[config.mk]
export PLATFORM = sky130hd
export DESIGN_NAME = add_share_arbiter
export DESIGN_NICKNAME = d
export VERILOG_FILES = /design/src/rtl/add_share_arbiter_pkg.sv /design/src/rtl/add_share_arbiter_rr_pick.sv /design/src/rtl/add_share_arbiter.sv
export SDC_FILE = /design/constraint.sdc
export NUM_CORES = 1
export LEC_CHECK = 0
export CAP_MARGIN = 20
export CORE_MARGIN = 3
export CORE_UTILIZATION = 48
export CTS_CLUSTER_SIZE = 16
export DETAILED_ROUTE_END_ITERATION = 16
export GPL_ROUTABILITY_DRIVEN = 0
export PLACE_DENSITY_LB_ADDON = 0.05
export SYNTH_ARGS = -nofsm -noshare
export SYNTH_HDL_FRONTEND = slang
export SYNTH_SLANG_ARGS = --single-unit
[constraint.sdc]
create_clock -name clk -period 3.1 [get_ports clk]
set_input_delay 0.775 -clock clk [delete_from_list [all_inputs] [get_ports clk]]
set_output_delay 0.775 -clock clk [all_outputs]
set_load 0.005 [all_outputs]
[src/rtl/add_share_arbiter_pkg.sv]
// Shared types and default sizes for the add-share arbiter.
package add_share_pkg;

   typedef enum logic [1:0] {
      IDLE = 2'd0,
      CALC = 2'd1,
      DONE = 2'd2
   } state_t;

   localparam int NREQ_DEF = 4;
   localparam int W_DEF    = 4;

endpackage

[src/rtl/add_share_arbiter_rr_pick.sv]
// Combinational round-robin picker: first set request at or above ptr, wrapping to 0.
module rr_pick #(
   parameter int NREQ = 4,
   parameter int IDW  = $clog2(NREQ)
) (
   input  logic [NREQ-1:0] req,
   input  logic [IDW-1:0]  ptr,
   output logic [NREQ-1:0] onehot,
   output logic [IDW-1:0]  index,
   output logic            any
);

   int             pos;
   logic [IDW-1:0] pos_i;
   logic           found;

   always_comb begin
      onehot = '0;
      index  = '0;
      any    = |req;
      found  = 1'b0;
      pos    = 0;
      pos_i  = '0;
      for (int k = 0; k < NREQ; k++) begin
         pos = int'(ptr) + k;
         if (pos >= NREQ) pos = pos - NREQ;
         pos_i = IDW'(pos);
         if (!found && req[pos_i]) begin
            found         = 1'b1;
            onehot[pos_i] = 1'b1;
            index         = pos_i;
         end
      end
   end

endmodule

[src/rtl/add_share_arbiter.sv]
// Round-robin arbiter sharing one W-bit adder between NREQ clients.
// Build option ADD_SHARE_SAT_EN: saturate the sum to W bits instead of returning the carry.
module add_share_arbiter
   import add_share_pkg::*;
#(
   parameter int NREQ = NREQ_DEF,
   parameter int W    = W_DEF,
   parameter int IDW  = $clog2(NREQ)
) (
   input  logic              clk,
   input  logic              rst_n,
   input  logic [NREQ-1:0]   req,
   input  logic [NREQ*W-1:0] op_a,
   input  logic [NREQ*W-1:0] op_b,
   output logic [NREQ-1:0]   gnt,
   output logic              busy,
   output logic              done,
   output logic [IDW-1:0]    done_id,
   output logic [W:0]        sum
);

   function automatic logic [W:0] add_sat(input logic [W-1:0] a, input logic [W-1:0] b);
      logic [W:0] s;
      s = {1'b0, a} + {1'b0, b};
`ifdef ADD_SHARE_SAT_EN
      return s[W] ? {1'b0, {W{1'b1}}} : s;
`else
      return s;
`endif
   endfunction

   state_t          state, state_nxt;
   logic [NREQ-1:0] pick_oh;
   logic [IDW-1:0]  pick_idx;
   logic            pick_any;
   logic [IDW-1:0]  ptr;
   logic [W-1:0]    sel_a, sel_b;

   logic [NREQ-1:0] gnt_p0;
   logic [W-1:0]    a_p0, b_p0;
   logic [IDW-1:0]  id_p0;
   logic [W:0]      sum_p1;

   rr_pick #(
      .NREQ (NREQ),
      .IDW  (IDW)
   ) u_pick (
      .req    (req),
      .ptr    (ptr),
      .onehot (pick_oh),
      .index  (pick_idx),
      .any    (pick_any)
   );

   always_comb begin
      sel_a = '0;
      sel_b = '0;
      for (int i = 0; i < NREQ; i++) begin
         sel_a = sel_a | (op_a[i*W +: W] & {W{pick_oh[i]}});
         sel_b = sel_b | (op_b[i*W +: W] & {W{pick_oh[i]}});
      end
   end

   always_comb begin
      state_nxt = state;
      case (state)
         IDLE:    if (pick_any) state_nxt = CALC;
         CALC:    state_nxt = DONE;
         DONE:    state_nxt = IDLE;
         default: state_nxt = IDLE;
      endcase
   end

   always_ff @(posedge clk) begin
      if (!rst_n) state <= IDLE;
      else        state <= state_nxt;
   end

   // Stage p0: grant and operand capture; stage p1: registered sum
   always_ff @(posedge clk) begin
      if (!rst_n) begin
         gnt_p0 <= '0;
         a_p0   <= '0;
         b_p0   <= '0;
         id_p0  <= '0;
         ptr    <= '0;
         sum_p1 <= '0;
      end else begin
         case (state)
            IDLE: begin
               if (pick_any) begin
                  gnt_p0 <= pick_oh;
                  a_p0   <= sel_a;
                  b_p0   <= sel_b;
                  id_p0  <= pick_idx;
                  ptr    <= (pick_idx == IDW'(NREQ - 1)) ? '0 : pick_idx + IDW'(1);
               end
            end
            CALC:    sum_p1 <= add_sat(a_p0, b_p0);
            DONE:    gnt_p0 <= '0;
            default: ;
         endcase
      end
   end

   assign gnt     = gnt_p0;
   assign busy    = (state == CALC) || (state == DONE);
   assign done    = (state == DONE);
   assign done_id = id_p0;
   assign sum     = sum_p1;

endmodule

======== Yosys cells after proc, flatten, opt, wreduce, memory -nomap -nowiden ========
Index checks and enable logic that the tools add are counted.
word-level totals
  register bits after elaboration ......... 23
  bits of input ports ..................... 38
  output and inout bits ................... 13
  word-level logic and storage cells ...... 101
cells by class
  $add $sub $neg .......................... 9
  order comparisons ....................... 12
  equality and inequality tests ........... 4
  muxes and demuxes ....................... 36
  bitwise gates (word level) .............. 17
  reductions and logical operators ........ 16
operator list
  cell                                                                                  count
  4-bit bitwise OR                                                                      9
  4-bit bitwise AND                                                                     8
  2-bit 2-to-1 mux                                                                      10
  4-bit 2-to-1 mux                                                                      5
  2-bit by 3-bit < comparator with 1-bit output (second input constant)                 4
  1-bit 2-to-1 mux                                                                      11
  3-bit greater-or-equal comparator (second input constant)                             3
  1-bit binary-select mux with 2-bit select                                             4
  1-bit demux with 2-bit select                                                         4
  2-bit by 1-bit greater-or-equal comparator with 1-bit output (second input constant)  4
  4-bit one-hot mux with 2 select lines                                                 1
  2-bit by 1-bit subtractor with 2-bit output (second input constant)                   4
  1-bit logical AND                                                                     7
  2-bit by 2-bit adder with 3-bit output (second input constant)                        2
  4-bit by 4-bit adder with 5-bit output                                                1
  2-bit == test (second input constant)                                                 2
  2-bit one-hot mux with 2 select lines                                                 1
  2-bit AND reduction                                                                   2
  4-bit OR reduction                                                                    1
  2-bit by 1-bit adder with 3-bit output (second input constant)                        1
  2-bit by 3-bit greater-or-equal comparator with 1-bit output (second input constant)  1
  1-bit zero test                                                                       3
  2-bit by 1-bit adder with 2-bit output (second input constant)                        1
  2-bit by 1-bit == test with 1-bit output (second input constant)                      1
  other kinds (4)                                                                       4

======== Longest topological paths before layout ========
  depth in word-level cells ............... 18
  depth in mapped cells ................... 9
  depth with buffers taken out ............ 7

======== Modules after synthesis ========
Synthesis repeated with hierarchy kept, for this count alone.
unflattened totals
  cell total of the unflattened synthesis .. 179
  area total of the unflattened synthesis .. 1610.3 sq um
by module, submodules not included
  module             times used  cells an instance  area an instance (sq um)  seq. area each (sq um)
  add_share_arbiter  1           130                1198.6                    460.4
  rr_pick            1           49                 411.6                     0.0

======== Worst setup path after synthesis ========
OpenSTA, ideal clock, no wires.
  kind .................................... flip-flop to flip-flop
  start point ............................. register with a tool-made name
  end point ............................... register a_p0[0]
  library setup time ...................... 74 ps
  arrival time ............................ 2690 ps
  required time ........................... 3026 ps
  setup slack ............................. 336 ps
  stages on the path, launching flop included .. 10
  buffers on the path ..................... 2
  clock period less this slack ............ 2764 ps
  path through ............................ dfxtp_1 -> buf_2 -> inv_1 -> ha_1 -> mux4_2 -> buf_6 -> or4b_4 -> a32oi_4 -> a22oi_1 -> a31oi_1
RTL lines
  element               RTL line                 source
  end signal, assigned  add_share_arbiter.sv:93  a_p0 <= sel_a;
  end, declared         add_share_arbiter.sv:40  logic [W-1:0] a_p0, b_p0;

======== Worst setup path in the final report ========
  start point ............................. input req[2]
  end point ............................... register a_p0[1]
between the ends
  cells in the longest elaborated chain, start to end .. 16
  elaborated cells on any way between the ends .. 33
  classes of those cells .................. mux (15); bitwise (10); reduce/logical (8)
ends and longest elaborated chain
  element                                    RTL line                         source
  start, declared                            add_share_arbiter.sv:12          input logic [NREQ-1:0] req,
  1-bit binary-select mux with 2-bit select  add_share_arbiter_rr_pick.sv:28  if (!found && req[pos_i]) begin
  1-bit 2-to-1 mux (implied by the code)     add_share_arbiter_rr_pick.sv:28
  1-bit 2-to-1 mux                           add_share_arbiter_rr_pick.sv:28
  1-bit zero test                            add_share_arbiter_rr_pick.sv:28
  1-bit logical AND                          add_share_arbiter_rr_pick.sv:28
  1-bit 2-to-1 mux                           add_share_arbiter_rr_pick.sv:28
  1-bit zero test                            add_share_arbiter_rr_pick.sv:28
  1-bit logical AND                          add_share_arbiter_rr_pick.sv:28
  1-bit 2-to-1 mux                           add_share_arbiter_rr_pick.sv:28
  1-bit zero test                            add_share_arbiter_rr_pick.sv:28
  1-bit logical AND                          add_share_arbiter_rr_pick.sv:28
  4-bit 2-to-1 mux                           add_share_arbiter_rr_pick.sv:28
  4-bit bitwise AND                          add_share_arbiter.sv:59          sel_a = sel_a | (op_a[i*W +: W] & {W{pick_oh[i]}});
  4-bit bitwise OR (3 in series)             add_share_arbiter.sv:59
Several ways; a longest one is shown, not always the timed one. The select of a mux whose other input is x is not followed.
A chain may end at the register's enable or synchronous reset.

==> impl_results.md <==
* Status: complete, no violations
* Worst hold path class: reg -> reg
* Syn_nets at 264
* Maximum vdd drop at 470 µV
* Worst Setup Path Type: in -> reg
* Yosys warns at 0
* Worst-Margin Slew at 483 ps
* Avg Cell Area, Syn at 8.59 µm²
* Fin crit period at 2930 ps
* Clk slew on worst S/H paths at 80 ps
* Max-slew violation count at 0
* Ys flop type: dfxtp_1
* GRT overflow at 0
* FF+latch count, synth at 23
* Sequential Power Share at 0.222
* FP Rows at 21
* Hpwl dp at around 3500 µm
* IO buf count at 50
* Initial Util at 0.518
* Leak at 1.02 nW
* Setup crit end kind: flip-flop
* Most frequent cells in the layout: clkdlybuf4s50_1, inv_1, dfxtp_1
* Buf+Inv Stages, Crit Path at 1
* RSZ-0062 raised after global routing: false
* Total number of vias at about 1,700
* Pwr dens at 767 nW/µm²
* Area fraction of the dominant cell type after synthesis at 0.256
* Vias in the first global route at 1,731
* H-tree lvl count at 1
* Die height at 67.2 µm
* Top cells by area, synth: dfxtp_1, ha_1, inv_1, a22oi_1, a21oi_1
* Ys async rst share at 0
* CP Cell Sequence: clkdlybuf4s50_1, mux4_2, or4b_4, a32oi_4, a22oi_1, a31oi_1
* Syn Inst Count at between 200 and 250
* Int Power at 1.10 mW
* Drt first pass iters at 4
* Number of synthesized flops with an enable pin at 0
* Max-cap violation count at 0
* Sequential area share after synthesis at 0.256
* Number of buffers created by CTS at 3
* Sequential cell area at 460 µm²
* Initial antenna violation count at 0
* Final Non-Filler Cells at 316
* Layout cells sized above 1 at 0.126
* WL per Instance at 14.1 µm
* Initial DRC count at 76
* DRC viols at 0
* Crit-path slowest cell: mux4_2
* Unique masters post-synth at 43
* Antenna cells at 0
* Clock Path Buffers at 2
* Setup total negative slack at 0 ps
* Clk pwr share at 0.098
* First-pass GRT wire length at 7680 µm
* Hold_buf cts at 0
* Total clock sinks at 23
* Root buf cell: clkbuf_8
* Synth-to-layout area growth at 38.5%
* Final ANT Viol Nets at 0
* WP data arrival at 3120 ps
* Commonest non-fill, non-tap cell in the layout: clkdlybuf4s50_1
* Area of the multi-input gates at 1200 µm²
* # setup viols final at 0
* Period utilisation layout at 0.944
* Die Area at 4510 µm²
* CTS tree: yes
* Final WL at between 4000 and 5000 µm
* Sw power at roughly 0.8 mW
* Netlist Area Pre-Place at 1800 µm²
* Die Wd at 67.2 µm
* Fin. Hold Viols at 0
* Hold_ws at 462 ps
* Most area-hungry cell type in the Yosys netlist: dfxtp_1
* Worst EP required at between 3000 and 4000 ps
* Max stage delay on crit path at 600 ps
* Combinational cell fraction of total power at 0.680
* Switching fraction of total power at 0.422
* Setup bufs post-CTS at 0
* Clk Latency, worst-skew pair at 270 ps
* Skew final at 7.13 ps
* Placed cells at 312
* Pin count of the biggest net entering global routing at 16
* Slew HR at 0.677
* Vias per cell at 5.47
* Worst-path maximum fanout at 11
* CP delay by family, top: compound AO/OA/AOI/OAI gates
* GRT Total Usage at 0.217
* Nature of the critical path startpoint: input port
* CORE AREA at 3470 µm²
* Filler cells at ~310
* IO Pins at about 50
* Post_cts resized at 0
* Final net count at 326
* Fmax at approximately 340 MHz
tightest hold or removal path: stages (launching register included):
cell	delay, ps
dfxtp_1	310
nand2_1	50
a21oi_1	50
path summary, 6_finish.rpt:
path,from,to,slack [ps],depth (start not counted)
max,req[2],a_p0[1],170,6
min,gnt[0],gnt[0],460,2
max reg2reg,ptr[1],a_p0[1],430,7
min reg2reg,gnt[0],gnt[0],460,2
cell type report:
cell class,count,share of cell area
tap,46,0.0232
clock buffer,4,0.0181
multi-input combinational,152,0.481
inverter,25,0.0377
sequential,23,0.185
timing repair buffer,66,0.255
flip-flops by register name, indices dropped and copies added, names as in the netlist, named ones only:
signal   cells
a_p0         4
gnt          4
done_id      2
ptr          1
sum          5
state        2
b_p0         4
cell usage after synthesis (all sizes together), types with 2 or more instances:
| library cell | n |
|---|---|
| nand2b | 2 |
| nand3 | 2 |
| a31oi | 8 |
| buf | 4 |
| a211oi | 3 |
| a21o | 2 |
| clkbuf | 5 |
| nor2b | 2 |
| a22oi | 11 |
| nor2 | 17 |
| a21oi | 14 |
| mux2i | 4 |
| o21ai | 12 |
| and2 | 2 |
| a221oi | 8 |
| xnor2 | 2 |
| or4b | 3 |
| and2b | 2 |
| dfxtp | 23 |
| or3b | 3 |
| nand2 | 18 |
| inv | 25 |
| a32oi | 3 |
| ha | 16 |
| mux4 | 4 |
cell families after synthesis:
family	Yosys count	share of synthesized area
simple gates	56	0.161
fa+ha+maj	17	0.123
buf+inv	34	0.0774
xor+xnor	2	0.00976
mux	8	0.0746
compound gates	69	0.298
flops	23	0.256
power by group through the flow:
| stage | registers, mW | logic, mW | clock network, mW |
|---|---|---|---|
| 6_report | 0.424 | 1.30 | 0.187 |
| 5_1_grt | 0.433 | 1.45 | 0.205 |
| 4_1_cts | 0.424 | 1.31 | 0.190 |
| 3_5_place_dp | 0.430 | 1.30 | 0 |
| 3_3_place_gp | 0.429 | 1.29 | 0 |
| 2_1_floorplan | 0.443 | 0.852 | 0 |
through the flow:
stage	cell area (µm²)	worst slack [ps]	utilization	total power [mW]
3_5_place_dp	2440	-108	0.704	1.73
4_1_cts	2490	176	0.717	1.92
3_3_place_gp	2440	-49.4	0.704	1.72
5_1_grt	2490	68.0	0.717	2.09
6_report	2490	174	0.717	1.91
2_1_floorplan	1800	336	-	1.30
layer usage:
layer,up-vias,GRT usage,share of wire
met5,-,0,0
met2,35,0.383,0.50
li1,881,-,-
met3,3,0.0466,0.042
met4,0,0.0354,0.0022
met1,809,0.276,0.45
Note: power is estimated with default switching activity, not from simulation.
